<file path="src/rtl/mux_scan_pkg.sv">
// Shared types and constants for the mux scan sampler block.
package mux_scan_pkg;

  localparam int NUM_CH   = 16;
  localparam int SEL_W    = 4;
  localparam int SETTLE_W = 8;

  typedef enum logic [1:0] {
    IDLE,
    SETTLE,
    SAMPLE,
    HOLD
  } state_t;

  typedef logic [SEL_W-1:0]  ch_t;
  typedef logic [NUM_CH-1:0] snap_t;

endpackage

</file>
<file path="src/rtl/mux_scan_sampler_if.sv">
// Snapshot valid/ready stream. Optional MUX_SCAN_PARITY_EN adds snap_parity.
interface mux_scan_sampler_if;
  import mux_scan_pkg::*;

  snap_t snap_data;
  logic  snap_valid;
  logic  snap_ready;
`ifdef MUX_SCAN_PARITY_EN
  logic  snap_parity;
`endif

  modport master (
`ifdef MUX_SCAN_PARITY_EN
    output snap_parity,
`endif
    output snap_data,
    output snap_valid,
    input  snap_ready
  );

  modport slave (
`ifdef MUX_SCAN_PARITY_EN
    input  snap_parity,
`endif
    input  snap_data,
    input  snap_valid,
    output snap_ready
  );

endinterface

</file>
<file path="src/rtl/mux_scan_sampler_settle_timer.sv">
// Settle counter: counts cycles while enabled, clear wins; tc flags the last settle cycle.
module scan_settle_timer
  import mux_scan_pkg::*;
#(
  parameter int unsigned SETTLE_CYCLES = 2
) (
  input  logic clk,
  input  logic rst_n,
  input  logic clr,
  input  logic en,
  output logic tc
);

  localparam logic [SETTLE_W-1:0] TC_VAL = SETTLE_W'(SETTLE_CYCLES - 1);

  logic [SETTLE_W-1:0] cnt;

  always_ff @(posedge clk or negedge rst_n) begin
    if (!rst_n) begin
      cnt <= '0;
    end else if (clr) begin
      cnt <= '0;
    end else if (en) begin
      cnt <= cnt + SETTLE_W'(1);
    end
  end

  assign tc = (cnt == TC_VAL);

endmodule

</file>
<file path="src/rtl/mux_scan_sampler.sv">
// Scans a 16:1 mux channel by channel and publishes a 16-bit snapshot on a valid/ready stream.
// Optional MUX_SCAN_PARITY_EN: registered snap_parity = ^snap_data. SETTLE_CYCLES legal range 1..255.
module mux_scan_sampler
  import mux_scan_pkg::*;
#(
  parameter int unsigned SETTLE_CYCLES = 2
) (
  input  logic               clk,
  input  logic               rst_n,
  input  logic               start,
  input  logic               cont,
  input  logic               abort,
  input  logic               mux_y,
  output logic [SEL_W-1:0]   sel,
  output logic               busy,
  mux_scan_sampler_if.master snap
);

  state_t              state_q, state_nxt;
  ch_t                 ch_q, ch_nxt;
  logic [NUM_CH-2:0]   shadow_q, shadow_nxt;
  snap_t               data_q, data_nxt;
  logic                vld_q, vld_nxt;
  logic                tmr_clr, tmr_en, tmr_tc;

  // Timer runs only in SETTLE, so every entry into SETTLE starts from zero.
  assign tmr_en  = (state_q == SETTLE);
  assign tmr_clr = !tmr_en || abort;

  scan_settle_timer #(
    .SETTLE_CYCLES(SETTLE_CYCLES)
  ) u_settle_timer (
    .clk  (clk),
    .rst_n(rst_n),
    .clr  (tmr_clr),
    .en   (tmr_en),
    .tc   (tmr_tc)
  );

  always_comb begin
    state_nxt  = state_q;
    ch_nxt     = ch_q;
    shadow_nxt = shadow_q;
    data_nxt   = data_q;
    vld_nxt    = vld_q;
    if (abort) begin
      state_nxt  = IDLE;
      ch_nxt     = '0;
      shadow_nxt = '0;
      vld_nxt    = 1'b0;
    end else begin
      case (state_q)
        IDLE: begin
          if (start) begin
            state_nxt = SETTLE;
            ch_nxt    = '0;
          end
        end
        SETTLE: begin
          if (tmr_tc) state_nxt = SAMPLE;
        end
        SAMPLE: begin
          if (ch_q == ch_t'(NUM_CH - 1)) begin
            data_nxt  = {mux_y, shadow_q};
            vld_nxt   = 1'b1;
            state_nxt = HOLD;
          end else begin
            shadow_nxt[ch_q] = mux_y;
            ch_nxt           = ch_q + ch_t'(1);
            state_nxt        = SETTLE;
          end
        end
        HOLD: begin
          // Scan stalls here until the snapshot is taken; ch wraps only on this edge.
          if (snap.snap_ready) begin
            vld_nxt   = 1'b0;
            ch_nxt    = '0;
            state_nxt = cont ? SETTLE : IDLE;
          end
        end
        default: begin
          state_nxt = IDLE;
          ch_nxt    = '0;
        end
      endcase
    end
  end

  always_ff @(posedge clk or negedge rst_n) begin
    if (!rst_n) begin
      state_q  <= IDLE;
      ch_q     <= '0;
      shadow_q <= '0;
      data_q   <= '0;
      vld_q    <= 1'b0;
    end else begin
      state_q  <= state_nxt;
      ch_q     <= ch_nxt;
      shadow_q <= shadow_nxt;
      data_q   <= data_nxt;
      vld_q    <= vld_nxt;
    end
  end

`ifdef MUX_SCAN_PARITY_EN
  logic par_q;

  always_ff @(posedge clk or negedge rst_n) begin
    if (!rst_n) begin
      par_q <= 1'b0;
    end else begin
      par_q <= ^data_nxt;
    end
  end

  assign snap.snap_parity = par_q;
`endif

  assign sel             = ch_q;
  assign busy            = (state_q != IDLE);
  assign snap.snap_data  = data_q;
  assign snap.snap_valid = vld_q;

endmodule

</file>
<file path="src/flat_wrapper.sv">
// flat-port wrapper written by rule: the top's interface ports become plain ports
module mux_scan_sampler_flat import mux_scan_pkg::*;
#(
  parameter int unsigned SETTLE_CYCLES = 2
)
  (clk, rst_n, start, cont, abort, mux_y, sel, busy, snap_snap_data, snap_snap_valid, snap_snap_ready);
  mux_scan_sampler_if snap_i ();
  input  logic clk;
  input  logic rst_n;
  input  logic start;
  input  logic cont;
  input  logic abort;
  input  logic mux_y;
  output logic [SEL_W-1:0] sel;
  output logic busy;
  output wire logic [$bits(snap_i.snap_data)-1:0] snap_snap_data;
  output wire logic [$bits(snap_i.snap_valid)-1:0] snap_snap_valid;
  input wire logic [$bits(snap_i.snap_ready)-1:0] snap_snap_ready;
  assign snap_snap_data = snap_i.snap_data;
  assign snap_snap_valid = snap_i.snap_valid;
  assign snap_i.snap_ready = snap_snap_ready;
  mux_scan_sampler #(.SETTLE_CYCLES(SETTLE_CYCLES)) u_core (.clk(clk), .rst_n(rst_n), .start(start), .cont(cont), .abort(abort), .mux_y(mux_y), .sel(sel), .busy(busy), .snap(snap_i));
endmodule
</file>
<file path="config.mk">
export PLATFORM = sky130hd
export DESIGN_NAME = mux_scan_sampler_flat
export DESIGN_NICKNAME = d
export VERILOG_FILES = /design/src/rtl/mux_scan_pkg.sv /design/src/rtl/mux_scan_sampler_if.sv /design/src/rtl/mux_scan_sampler_settle_timer.sv /design/src/rtl/mux_scan_sampler.sv /design/src/flat_wrapper.sv
export SDC_FILE = /design/constraint.sdc
export NUM_CORES = 1
export LEC_CHECK = 0
export CAP_MARGIN = 20
export CORE_ASPECT_RATIO = 1.5
export CORE_UTILIZATION = 50
export DETAILED_ROUTE_END_ITERATION = 6
export GPL_ROUTABILITY_DRIVEN = 0
export MAX_ROUTING_LAYER = met4
export PLACE_DENSITY = 0.73
export RECOVER_POWER = 100
export SKIP_LAST_GASP = 1
export SLEW_MARGIN = 20
export SYNTH_ARGS = -nofsm -noshare
export SYNTH_HDL_FRONTEND = slang
export SYNTH_HIERARCHICAL = 1
export SYNTH_SLANG_ARGS = --single-unit
</file>
<file path="constraint.sdc">
create_clock -name clk -period 5.1 [get_ports clk]
set_input_delay 0.765 -clock clk [delete_from_list [all_inputs] [get_ports clk]]
set_output_delay 0.765 -clock clk [all_outputs]
set_load 0.05 [all_outputs]
</file>
==> results by group <==
Status
  – Outcome: complete, but fails checks
  – Violated checks: max-capacitance violations, max-slew violations

Worst setup path
  – CP required: between 5 and 6 ns
  – Max stage delay cell, worst path: dlygate4sd3_1
  – Buf/Inv on CP: 2
  – Crit path max fanout: 20
  – Worst Setup SP: abort
  – Crit-path cells: dlygate4sd3_1 -> nor3b_1 -> nor2b_1 -> clkbuf_1 -> mux2_2
  – Crit Path Class: input pin to flip-flop
  – CP Capture Point: u_core/snap.snap_data[10]
  – Worst Setup Start Kind: input pin
  – Arr. time, crit path: approximately 3.6 ns
  – Setup slack, reg-to-reg: ~2.4 ns
  – Crit-path max cell delay: 0.81 ns
  – R2R Path Start: u_core/state_q[1]
  – Crit-path leading delay family: buffers and inverters
  – Kind of end point of the critical path: flip-flop
  – R2R Path End: u_core/snap.snap_data[10]
  – R2r worst-path depth: 4
  – Instance count on the critical path: 5

Global routing
  – Gr usage total: 20.0%
  – First-pass GRT wire length: 7.13 mm
  – Grt ovf: 0
  – Initial antenna violation count: 0
  – Largest net degree at the start of global routing: 47
  – Vias in the first global route: 1509

Clock network
  – Root buffer cell: clkbuf_8
  – Skew-Pair Late Insertion Delay: around 0.3 ns
  – Clk sinks: 46
  – H-tree lvl count: 2
  – Postcts setup bufs: 0
  – CTS Buf Count: 5
  – Post_cts resized: 0
  – Hold buffer count at cts: 0
  – CTS clk-pin slew, worst paths: approximately 0.090 ns
  – Clk buf depth: 2
  – CTS tree: done

Floorplanning
  – Core ar.: about 4200 um2
  – Total die area: 4660 um2
  – Initial core utilization: 52.1%
  – Die span in y: 83.1 um
  – Width of the die: 56.1 um
  – I/O pin total: 29
  – Site Rows: 29

Synth
  – Synth cell types: 40
  – Netlist Area Pre-Place: 2190 um2
  – Post-synthesis sequential area ratio: 52.5%
  – Synth Instances: 205
  – Flops & latches, synth: 46
  – Mean Syn Cell Area: between 10 and 15 um2
  – Yosys warnings: 6
  – Post-synth ARST share: 100%
  – Main flop type after synthesis: dfrtp_1
  – Synthesized Nets: 218
  – Post-synth EDFFs: 0

Cells and area
  – Antenna cells: 0
  – Final Non-Filler Cells: 276
  – Highest-count cells in the layout ignoring fill and taps: dfrtp_1, nor2_1, dlygate4sd3_1
  – Syn-to-layout area delta: 16.8%
  – Commonest non-fill, non-tap cell in the layout: dfrtp_1
  – Final instance area: about 2600 um2
  – Layout cells sized above 1: 6.96%
  – NumNets Final: 242

Detailed routing
  – Antenna Nets Post-Route: 0
  – Average vias per placed instance: 5.66
  – Routed vias: 1563
  – Detailed Route Iter0 Violations: just over 60
  – Remaining DRCs: 0
  – Pre-Repair DR Iteration Count: 4
  – Total Wirelength: 4.14 mm
  – Per-cell routed wire length: 15.0 um

Pwr
  – Maximum vdd drop: 215 uV
  – Leakage: 1.15 nW
  – Cell Pwr Density: 274 nW/um2

STA
  – Min cycle time layout: 3.44 ns
  – Fmax: 0.291 GHz
  – Final Skew: about 0.0040 ns
  – Hold_ws: just under 0.5 ns
  – Max_slew headroom: -61.2%
  – Worst Tran Pin Value: 2.42 ns
  – Final max-slew violation count: 47
  – Count of final setup violators: 0
  – Fin. Hold Viols: 0
  – Fin crit share: 67.4%
  – Setup tns final: 0 ns
  – RSZ-0062 raised after global routing: false

Placement
  – Detailed placement HPWL: 2.77 mm
  – Post-Place Cells: 268
  – IO Port Bufs: 28
  – Placement Cell Area: 2460 um2

Run
  – Max-cap violations: 1

Hold path
  – Hold WC Path Type: flip-flop to flip-flop
==> per-layer routing <==
| layer | global-route usage (%) | vias up | part of all wire (%) |
|---|---|---|---|
| met2 | 32.1 | 32 | 50 |
| met4 | 9.53 | 0 | 2.5 |
| met3 | 2.80 | 11 | 2.6 |
| li1 | - | 763 | - |
| met1 | 24.8 | 757 | 45 |
| met5 | - | - | 0 |
==> layout make-up <==
cell class                 instances  area, um2
clock buffer                       5       68.8
clock inverter                     3       43.8
fill                             362       1650
inverter                           5       18.8
multi-input combinational        142        943
sequential                        46       1150
tap                               46       57.6
timing repair buffer              29        278
==> state kept, by name (all words and copies together), names as in the netlist <==
name                       count
u_core/snap.snap_data         16
u_core/shadow_q               15
u_core/u_settle_timer/cnt      8
u_core/sel                     4
u_core/state_q                 2
u_core/snap.snap_valid         1
==> power by group <==
group / internal [mW] / leakage, nW / switching, mW
Sequential: 0.368 / 0.639 / 0.00891
Clock: 0.147 / 0.0585 / 0.125
Combinational: 0.0172 / 0.450 / 0.0367
==> cell families after synthesis <==
group	count (synthesis)	share of synthesized area, %
XOR/XNOR	4	1.60
flip-flops	46	52.5
buffers and inverters	17	4.11
multiplexers	25	12.3
AND/OR/NAND/NOR	72	16.9
AO/OA/AOI/OAI	35	9.18
adder cells (fa/ha/maj)	6	3.42
==> synth_stat cells (all sizes together) (2+ instances only) <==
cell | instances | area (um2)
nor3b | 4 | 35.0
nand2b | 3 | 18.8
dfrtp | 46 | 1150
xnor2 | 2 | 17.5
nor3 | 7 | 35.0
or4 | 2 | 15.0
xor2 | 2 | 17.5
nand2 | 13 | 48.8
nor2 | 24 | 90.1
mux2i | 9 | 90.1
buf | 8 | 55.0
nor2b | 3 | 18.8
o31ai | 2 | 15.0
a41oi | 2 | 17.5
nand3b | 4 | 30.0
ha | 6 | 75.1
o21ai | 13 | 65.1
inv | 5 | 18.8
clkbuf | 4 | 16.3
a21oi | 14 | 73.8
nand3 | 6 | 35.0
mux2 | 16 | 180
==> worst register-to-register path: cells and delay by family (launching register included) <==
family / cells / cell delay [ns]
buf+inv: 1 / 0.72
flops: 1 / 0.57
mux: 1 / 0.42
simple gates: 2 / 0.86
==> per-stage QoR <==
stage / power [mW] / setup slack, ns / util [%]
floorplan: 0.419 / 3.08 / -
global placement: 0.441 / 2.00 / 58.5
detailed placement: 0.441 / 1.95 / 58.5
CTS: 0.714 / 2.26 / 61.2
global route: 0.734 / 1.40 / 60.9
finish: 0.703 / 1.66 / 60.9
==> how the worst min path moves through the flow <==
| stage | endpoint | slack (ns) | cells after the start | start |
|---|---|---|---|---|
| final | u_core/snap.snap_data[1] | 0.48 | 1 | u_core/snap.snap_data[1] |
| after global routing | u_core/snap.snap_data[5] | 0.51 | 1 | u_core/snap.snap_data[5] |
| after CTS | u_core/snap.snap_data[1] | 0.50 | 1 | u_core/snap.snap_data[1] |
| after detailed placement | u_core/snap.snap_data[1] | 0.47 | 1 | u_core/snap.snap_data[1] |
| after global placement | u_core/snap.snap_data[8] | 0.47 | 1 | u_core/snap.snap_data[8] |
| after floorplan | u_core/snap.snap_data[4] | 0.46 | 1 | u_core/shadow_q[4] |
(Power assumes the default switching activity.)
